--- src/rtl/obi_to_tcdm_pkg.sv ---
// Shared types for the OBI-to-TCDM bridge: credit width helper, AMO encoding,
// the {rid, err} tag entry macro and default-width OBI/TCDM structs.
`define OBI_TCDM_TAG_T(tag_t, IdW) typedef struct packed { logic [(IdW)-1:0] rid; logic err; } tag_t;

package obi_to_tcdm_pkg;

  typedef enum logic [3:0] {
    AMONone = 4'h0, AMOSwap, AMOAdd, AMOAnd, AMOOr, AMOXor,
    AMOMax, AMOMaxu, AMOMin, AMOMinu, AMOLR, AMOSC
  } amo_e;

  // Width able to hold every value 0..depth.
  function automatic int cw(input int depth);
    return $clog2(depth + 1);
  endfunction

  localparam int DefAddrWidth = 32;
  localparam int DefDataWidth = 32;
  localparam int DefIdWidth   = 1;

  typedef struct packed {
    logic [DefAddrWidth-1:0]   addr;
    logic                      we;
    logic [DefDataWidth/8-1:0] be;
    logic [DefDataWidth-1:0]   wdata;
    logic [DefIdWidth-1:0]     aid;
  } obi_a_def_t;

  typedef struct packed {
    logic       req;
    obi_a_def_t a;
    logic       rready;
  } obi_req_def_t;

  typedef struct packed {
    logic [DefDataWidth-1:0] rdata;
    logic [DefIdWidth-1:0]   rid;
    logic                    err;
    logic                    r_optional;
  } obi_r_def_t;

  typedef struct packed {
    logic       gnt;
    logic       rvalid;
    obi_r_def_t r;
  } obi_rsp_def_t;

  typedef struct packed {
    logic [DefAddrWidth-1:0]   addr;
    logic                      write;
    amo_e                      amo;
    logic [DefDataWidth-1:0]   data;
    logic [DefDataWidth/8-1:0] strb;
    logic                      user;
  } tcdm_q_def_t;

  typedef struct packed {
    logic        q_valid;
    tcdm_q_def_t q;
  } tcdm_req_def_t;

  typedef struct packed {
    logic [DefDataWidth-1:0] data;
  } tcdm_p_def_t;

  typedef struct packed {
    logic        q_ready;
    logic        p_valid;
    tcdm_p_def_t p;
  } tcdm_rsp_def_t;

endpackage

--- src/rtl/obi_to_tcdm_chan.sv ---
// One bridge channel: window check, credit counter, in-order tag FIFO and a
// fall-through data FIFO so a 1-cycle TCDM reply becomes rvalid immediately.
module obi_to_tcdm_chan
  import obi_to_tcdm_pkg::*;
#(
  parameter type obi_req_t  = obi_req_def_t,
  parameter type obi_rsp_t  = obi_rsp_def_t,
  parameter type tcdm_req_t = tcdm_req_def_t,
  parameter type tcdm_rsp_t = tcdm_rsp_def_t,
  parameter int unsigned AddrWidth = 32,
  parameter int unsigned DataWidth = 32,
  parameter int unsigned IdWidth   = 1,
  parameter int unsigned BufDepth  = 2,
  parameter logic [AddrWidth-1:0] BaseAddr = '0,
  parameter longint unsigned WindowSize = 64'd1 << AddrWidth
) (
  input  logic      clk_i,
  input  logic      rst_i,
  input  obi_req_t  obi_req_i,
  output obi_rsp_t  obi_rsp_o,
  output tcdm_req_t tcdm_req_o,
  input  tcdm_rsp_t tcdm_rsp_i
);

  localparam int CntW = cw(BufDepth);
  localparam int PtrW = (BufDepth > 1) ? $clog2(BufDepth) : 1;
  localparam logic [CntW-1:0] Depth = CntW'(BufDepth);

  `OBI_TCDM_TAG_T(tag_t, IdWidth)

  logic [CntW-1:0]      cnt_reg, cnt_next, data_cnt_reg;
  logic [PtrW-1:0]      tag_wr_reg, tag_rd_reg, data_wr_reg, data_rd_reg;
  tag_t                 tag_mem [BufDepth];
  logic [DataWidth-1:0] data_mem [BufDepth];
  logic                 rst_q_reg;

  logic [AddrWidth-1:0] offs;
  logic                 in_win, space, grant, rvalid, pop;
  logic                 data_push, data_pop, data_empty, store_push, store_pop;
  tag_t                 tag_head, tag_push;
  logic [DataWidth-1:0] data_head;

  function automatic logic [PtrW-1:0] ptr_inc(input logic [PtrW-1:0] p);
    return (p == PtrW'(BufDepth - 1)) ? '0 : p + 1'b1;
  endfunction

  // Unsigned offset wraps for addresses below BaseAddr, so one compare covers both ends.
  assign offs   = obi_req_i.a.addr - BaseAddr;
  assign in_win = (WindowSize == 64'd0) || (64'(offs) < WindowSize);
  assign space  = cnt_reg < Depth;
  assign grant  = ~rst_i & obi_req_i.req & space & (~in_win | tcdm_rsp_i.q_ready);

  assign tag_push   = '{rid: obi_req_i.a.aid, err: ~in_win};
  assign tag_head   = tag_mem[tag_rd_reg];
  assign data_push  = tcdm_rsp_i.p_valid & ~rst_q_reg;
  assign data_empty = (data_cnt_reg == '0);
  assign data_head  = data_empty ? tcdm_rsp_i.p.data : data_mem[data_rd_reg];

  assign rvalid   = ~rst_i & (cnt_reg != '0) & (tag_head.err | ~data_empty | data_push);
  assign pop      = rvalid & obi_req_i.rready;
  assign data_pop = pop & ~tag_head.err;

  // A reply consumed in its arrival cycle bypasses storage entirely.
  assign store_push = data_push & ~(data_pop & data_empty);
  assign store_pop  = data_pop & ~data_empty;

  always_comb begin
    tcdm_req_o         = '0;
    tcdm_req_o.q_valid = ~rst_i & obi_req_i.req & in_win & space;
    tcdm_req_o.q.addr  = obi_req_i.a.addr;
    tcdm_req_o.q.write = obi_req_i.a.we;
    tcdm_req_o.q.amo   = AMONone;
    tcdm_req_o.q.data  = obi_req_i.a.wdata;
    tcdm_req_o.q.strb  = obi_req_i.a.be;
    tcdm_req_o.q.user  = '0;

    obi_rsp_o              = '0;
    obi_rsp_o.gnt          = grant;
    obi_rsp_o.rvalid       = rvalid;
    obi_rsp_o.r.rdata      = tag_head.err ? '0 : data_head;
    obi_rsp_o.r.rid        = tag_head.rid;
    obi_rsp_o.r.err        = tag_head.err;
    obi_rsp_o.r.r_optional = '0;
  end

  always_comb begin
    cnt_next = cnt_reg;
    case ({grant, pop})
      2'b10:   cnt_next = cnt_reg + 1'b1;
      2'b01:   cnt_next = cnt_reg - 1'b1;
      default: cnt_next = cnt_reg;
    endcase
  end

  always_ff @(posedge clk_i) begin
    if (rst_i) begin
      cnt_reg      <= '0;
      data_cnt_reg <= '0;
      tag_wr_reg   <= '0;
      tag_rd_reg   <= '0;
      data_wr_reg  <= '0;
      data_rd_reg  <= '0;
    end else begin
      cnt_reg <= cnt_next;
      if (grant)      tag_wr_reg  <= ptr_inc(tag_wr_reg);
      if (pop)        tag_rd_reg  <= ptr_inc(tag_rd_reg);
      if (store_push) data_wr_reg <= ptr_inc(data_wr_reg);
      if (store_pop)  data_rd_reg <= ptr_inc(data_rd_reg);
      if (store_push && !store_pop)      data_cnt_reg <= data_cnt_reg + 1'b1;
      else if (store_pop && !store_push) data_cnt_reg <= data_cnt_reg - 1'b1;
    end
  end

  // Storage arrays carry no reset; the pointers alone define validity.
  always_ff @(posedge clk_i) begin
    rst_q_reg <= rst_i;
    if (grant)      tag_mem[tag_wr_reg]   <= tag_push;
    if (store_push) data_mem[data_wr_reg] <= tcdm_rsp_i.p.data;
  end

`ifndef SYNTHESIS
  a_no_data_overflow: assert property (@(posedge clk_i) disable iff (rst_i || rst_q_reg)
    !(data_push && (data_cnt_reg == Depth)));
`endif

endmodule

--- src/rtl/obi_to_tcdm_buffered.sv ---
// Multi-channel OBI-to-TCDM bridge; every channel is an independent instance.
module obi_to_tcdm_buffered
  import obi_to_tcdm_pkg::*;
#(
  parameter type obi_req_t  = obi_req_def_t,
  parameter type obi_rsp_t  = obi_rsp_def_t,
  parameter type tcdm_req_t = tcdm_req_def_t,
  parameter type tcdm_rsp_t = tcdm_rsp_def_t,
  parameter int unsigned AddrWidth   = 32,
  parameter int unsigned DataWidth   = 32,
  parameter int unsigned IdWidth     = 1,
  parameter int unsigned BufDepth    = 2,
  parameter int unsigned NumChannels = 1,
  parameter logic [AddrWidth-1:0] BaseAddr = '0,
  parameter longint unsigned WindowSize = 64'd1 << AddrWidth
) (
  input  logic      clk_i,
  input  logic      rst_i,
  input  obi_req_t  obi_req_i  [NumChannels],
  output obi_rsp_t  obi_rsp_o  [NumChannels],
  output tcdm_req_t tcdm_req_o [NumChannels],
  input  tcdm_rsp_t tcdm_rsp_i [NumChannels]
);

  for (genvar gi = 0; gi < NumChannels; gi++) begin : g_chan
    obi_to_tcdm_chan #(
      .obi_req_t  (obi_req_t),
      .obi_rsp_t  (obi_rsp_t),
      .tcdm_req_t (tcdm_req_t),
      .tcdm_rsp_t (tcdm_rsp_t),
      .AddrWidth  (AddrWidth),
      .DataWidth  (DataWidth),
      .IdWidth    (IdWidth),
      .BufDepth   (BufDepth),
      .BaseAddr   (BaseAddr),
      .WindowSize (WindowSize)
    ) i_chan (
      .clk_i      (clk_i),
      .rst_i      (rst_i),
      .obi_req_i  (obi_req_i[gi]),
      .obi_rsp_o  (obi_rsp_o[gi]),
      .tcdm_req_o (tcdm_req_o[gi]),
      .tcdm_rsp_i (tcdm_rsp_i[gi])
    );
  end

endmodule

--- config.mk ---
export PLATFORM = sky130hd
export DESIGN_NAME = obi_to_tcdm_buffered
export DESIGN_NICKNAME = d
export VERILOG_FILES = /design/src/rtl/obi_to_tcdm_pkg.sv /design/src/rtl/obi_to_tcdm_chan.sv /design/src/rtl/obi_to_tcdm_buffered.sv
export SDC_FILE = /design/constraint.sdc
export NUM_CORES = 1
export LEC_CHECK = 0
export CORE_ASPECT_RATIO = 0.6
export CORE_MARGIN = 1
export CORE_UTILIZATION = 38
export CTS_CLUSTER_DIAMETER = 150
export DETAILED_ROUTE_END_ITERATION = 10
export PLACE_DENSITY = 0.81
export SLEW_MARGIN = 20
export SYNTH_ARGS = -nofsm -noshare
export SYNTH_HDL_FRONTEND = slang
export SYNTH_SLANG_ARGS = --single-unit
export TNS_END_PERCENT = 5
--- constraint.sdc ---
create_clock -name clk_i -period 3.85 [get_ports clk_i]
set_clock_uncertainty 0.05 [all_clocks]
set_input_delay 0.385 -clock clk_i [delete_from_list [all_inputs] [get_ports clk_i]]
set_output_delay 0.385 -clock clk_i [all_outputs]
set_load 0.05 [all_outputs]
# Yosys cells after proc, flatten, opt, wreduce, memory -nomap -nowiden
# Memory sizes are Yosys's and may differ from the RTL's. A register that Yosys moved wholly into a read port is not among the register bits.
# Cells that the tools add are included.
word_totals:
  input_bits: 108
  regBits: 9
  n_memories: 2
  ram_bits: 66
  output_inout_bits: 112
classes:
  magnitude_cmp: 1
  bitwise_logic: 18
  n_addsub: 8
  mux: 17
  reduce_logical: 8
  n_eq_ne: 2
memory_table:
  columns: ["memory", "depth", "width", "rd", "rd_ports_with_merged_regs", "wr", "line_no", "rtl"]
  rows:
  - ["g_chan[0].i_chan.data_mem", 2, 32, 1, 1, 1, "obi_to_tcdm_chan.sv:34", "logic [DataWidth-1:0] data_mem [BufDepth];"]
  - ["g_chan[0].i_chan.tag_mem", 2, 1, 1, 1, 1, "obi_to_tcdm_chan.sv:33", "tag_t tag_mem [BufDepth];"]
ops:
  columns: ["operator", "n"]
  rows:
  - ["two-way mux 32 bit", 2]
  - ["two-way mux 1 bit", 12]
  - ["bitwise AND 1 bit", 11]
  - ["nonzero test 2 bit", 3]
  - ["adder 1 bit, second input constant", 4]
  - ["adder 2 x 1 -> 2 bit, second input constant", 2]
  - ["two-way mux 2 bit", 2]
  - ["inverter 1 bit", 4]
  - ["one-hot mux 2 bit (2 select lines)", 1]
  - ["subtractor 2 x 1 -> 2 bit, second input constant", 2]
  - ["equality test 2 x 1 -> 1 bit, second input constant", 1]
  - ["equality test 2 bit, second input constant", 1]
  - ["logical AND 1 bit", 2]
  - ["logical NOT 1 bit", 2]
  - ["logical NOT 2 bit", 1]
  - ["< comparator 2 bit, second input constant", 1]
  - ["inverter 1 bit, first input constant", 1]
  - ["OR 1 bit", 1]
  - ["OR 1 bit, first input constant", 1]

# Depth between registers and ports, before layout
logic_depth:
  depth_word: 14
  ltp_mapped: 7
  depth_no_buf: 7

# Least setup slack after synthesis
# Ideal clock, no wire load.
synth_timing:
  path_kind: "reg-to-reg"
  start: "reg g_chan[0].i_chan.cnt_reg[1]"
  end: "mem g_chan[0].i_chan.data_mem[0][0], enable pin"
  setup_slack_ns: 1.121
  t_arrival_ns: 2.254
  period_less_slack_ns: 2.729
  setup_ns: 0.425
  stages_incl_launch_ff: 4
  path_buffers: 0
  cell_sequence: "dfxtp_1 o21ai_2 o31a_1 nor2b_1"
synth_between:
  elab_chain_len: 10
synth_lines:
  columns: ["element", "line_no", "rtl"]
  rows:
  - ["start: declaration", "obi_to_tcdm_chan.sv:31", "logic [CntW-1:0] cnt_reg, cnt_next, data_cnt_reg;"]
  - ["start signal: assignment", "obi_to_tcdm_chan.sv:104", "cnt_reg <= cnt_next;"]
  - ["nonzero test 2 bit", "obi_to_tcdm_chan.sv:59", "assign rvalid = ~rst_i & (cnt_reg != '0) & (tag_head.err | ~data_empty | data_push);"]
  - ["bitwise AND 1 bit (2 in series)", "obi_to_tcdm_chan.sv:59", null]
  - ["bitwise AND 1 bit", "obi_to_tcdm_chan.sv:60", "assign pop = rvalid & obi_req_i.rready;"]
  - ["bitwise AND 1 bit", "obi_to_tcdm_chan.sv:61", "assign data_pop = pop & ~tag_head.err;"]
  - ["bitwise AND 1 bit", "obi_to_tcdm_chan.sv:64", "assign store_push = data_push & ~(data_pop & data_empty);"]
  - ["inverter 1 bit", "obi_to_tcdm_chan.sv:64", null]
  - ["bitwise AND 1 bit", "obi_to_tcdm_chan.sv:64", null]
  - ["net g_chan[0].i_chan.store_push", "obi_to_tcdm_chan.sv:39", "logic data_push, data_pop, data_empty, store_push, store_pop;"]
  - ["two-way mux 1 bit", "obi_to_tcdm_chan.sv:118", "if (store_push) data_mem[data_wr_reg] <= tcdm_rsp_i.p.data;"]
  - ["two-way mux 1 bit (implied by the code)", "obi_to_tcdm_chan.sv:118", null]
  - ["end: declaration", "obi_to_tcdm_chan.sv:34", null]
# The timed path passes the listed nets, and every way through them passes these cells.

==> flow_summary.json <==
{
  "crit_path_end_kind": "primary output",
  "placedInstanceArea_um2": 4090,
  "netSwitchingPower_w": 0.000683,
  "ir_drop_mv": 0.282,
  "post_cts_buffers": 0,
  "period_minus_slack_ps": 3090,
  "crit_type": "reg -> out",
  "slew_headroom_pct": 34.0,
  "p_int_w": 0.00168,
  "largest_register_ffs": 64,
  "timing.final.ws_setup_ps": 765,
  "layout_common_cells": "74 x clkdlybuf4s50_1, 66 x edfxtp_1, 34 x nand2_1, 34 x o21ai_0, 32 x mux2i_1",
  "period_share_pct": 80.1,
  "drc": 0,
  "maxCapViolations": 0,
  "fp.coreArea_um2": 9430,
  "yosysUniqueCellTypes": 33,
  "dieArea_um2": 10400,
  "cp.arrival_ps": 2650,
  "cts_tree": "yes",
  "status": "completed",
  "p_comb_share_pct": 21.7,
  "fin_area_um2": 4420,
  "dpl_worst_slack_ps": 993,
  "layout-area-overhead-vs-synth_pct": 16.5,
  "power_frac_seq_pct": 40.4,
  "syn-instance-count": 313,
  "vias_per_cell": 4.64,
  "synth_seq_area_share_pct": 58.1,
  "fin_setup_tns_ps": 0,
  "grt_pass1_vias": 1943,
  "start_util_pct": 40.2,
  "cts_max_path_buffers": 2,
  "cts_root_buf": "clkbuf_16",
  "final_common_cell": "clkdlybuf4s50_1",
  "async_reset_ff_share_pct": 0,
  "hold_path.class": "reg -> reg",
  "final_nets": 426,
  "htreeDepth": 3,
  "path_max_fanout": 35,
  "wirelength_mm": 6.34,
  "synth-edff-count": 66,
  "grt_usage_pct": 13.0,
  "worst_pin_slew_ps": 987,
  "clock_latency_ps": 330,
  "yosys_register_bits": 77,
  "finalHoldViolCount": 0,
  "critPathLaunchType": "flip-flop",
  "drt_iter0_markers": 64,
  "place.port_buffers": 74,
  "clock_sinks": 77,
  "antenna_found_initial": 0,
  "p_per_area_nw_per_um2": 535,
  "fin_util_pct": 46.8,
  "ios": 220,
  "ys.flop_type": "edfxtp_1",
  "gp_congestion": 0.764,
  "row_count": 27,
  "fillers": 838,
  "setup_viol": 0,
  "grt_setup_unrepaired": "no",
  "slew_viol_final": 0,
  "cts_made_buffers": 9,
  "final_antenna_net_count": 0,
  "drive_gt1_share_pct": 9.35,
  "antenna_cells": 0,
  "max_freq_ghz": 0.324,
  "holdBufCountCts": 0,
  "netSwitchingFraction_pct": 28.9,
  "power_leakage_nw": 1.49,
  "drt-wirelength-per-cell_um": 14.1,
  "grt_max_degree": 36,
  "drt_first_pass_iters": 4,
  "die_x_um": 131,
  "cts.clk_slew.worst_paths_ps": 60,
  "ctsResizeCount": 0,
  "largest-register": "g_chan.i_chan.data_mem",
  "grt-ovfl-total": 0,
  "power.share.clock_pct": 37.9,
  "worstPathRequired_ps": 3410,
  "hold_slack_ps": 412,
  "avgSynthCellArea_um2": 12.1,
  "hpwl_mm": 4.31,
  "num_vias": 2094,
  "syn-cell-area_um2": 3790,
  "yosys_warnings": 0,
  "fp.dieH_um": 79.3,
  "grt_pass1_wl_mm": 9.75
}
[cell families (layout without fill, tap and decap cells)]
logic type	count (synthesis)	after routing	share of synthesized area, %
AOI/OAI and AO/OA	44	44	6.34
xor gates and xnor gates	5	5	1.16
adders and majority gates	2	2	0.660
buffers and inverters	92	94	17.4
DFF	77	77	58.1
muxes	35	35	9.35
other	1	7	0.0990
and+or+nand+nor	57	57	6.84
[critical path: stages (launching register included)]
cell and delay, ps:
dfxtp_1 370, nor2_4 510, buf_4 420, nand2_1 80, o21ai_0 90, clkdlybuf4s50_1 830
[through the flow]
| stage | std cells | power, W |
|---|---|---|
| 2_1_floorplan | 319 | 0.00151 |
| 5_1_grt | 451 | 0.00246 |
| 6_report | 451 | 0.00236 |
| 3_5_place_dp | 435 | 0.00149 |
| 4_1_cts | 451 | 0.00240 |
| 3_3_place_gp | 435 | 0.00148 |
[cell usage after synthesis (all sizes together) (3+ instances only)]
cell | n | share of area, %
buf | 88 | 17
edfxtp | 66 | 52
o21ai | 37 | 5.0
nand2 | 34 | 3.4
mux2i | 32 | 8.5
dfxtp | 11 | 5.8
nor2 | 9 | 0.96
a21oi | 3 | 0.50
mux2 | 3 | 0.89
nor2b | 3 | 0.50
or3 | 3 | 0.63
xor2 | 3 | 0.69
[layer usage]
metal | vias to the layer above | part of all wire (%) | GRT usage (%)
met5 | - | 0 | 0
met2 | 90 | 42 | 18.6
met3 | 15 | 9.2 | 7.55
met1 | 966 | 47 | 16.1
met4 | 0 | 1.3 | 4.94
li1 | 1023 | - | -
[cell type report]
class	count	area (um2)	share of cell area [%]
inverter	2	7.51	0.170
timing repair buffer	76	756	17.1
clock inverter	7	98.8	2.24
tap	130	163	3.68
clock buffer	9	225	5.10
multi-input combinational	150	962	21.8
sequential	77	2200	49.9
[final timing paths]
check | startpoint | to | slack [ps] | depth (start not counted)
setup / recovery | g_chan[0].i_chan.data_cnt_reg[0]$_SDFFE_PP0P_ | obi_rsp_o[6] | 760 | 5
hold / removal | g_chan[0].i_chan.data_rd_reg$_SDFFE_PP0P_ | flip-flop | 410 | 1
setup reg to reg | g_chan[0].i_chan.data_cnt_reg[0]$_SDFFE_PP0P_ | g_chan[0].i_chan.data_cnt_reg[1]$_SDFFE_PP0P_ | 1460 | 6
hold reg to reg | g_chan[0].i_chan.data_rd_reg$_SDFFE_PP0P_ | flip-flop | 410 | 1
[power groups by stage]
| stage | Clock (W) | Combinational, W | Sequential, W |
|---|---|---|---|
| 6_report | 0.000896 | 0.000512 | 0.000956 |
| 5_1_grt | 0.000955 | 0.000545 | 0.000959 |
| 4_1_cts | 0.000923 | 0.000517 | 0.000956 |
| 3_5_place_dp | 0 | 0.000515 | 0.000974 |
| 3_3_place_gp | 0 | 0.000509 | 0.000972 |
| 2_1_floorplan | 0 | 0.000537 | 0.000968 |
(Power assumes the default switching activity.)
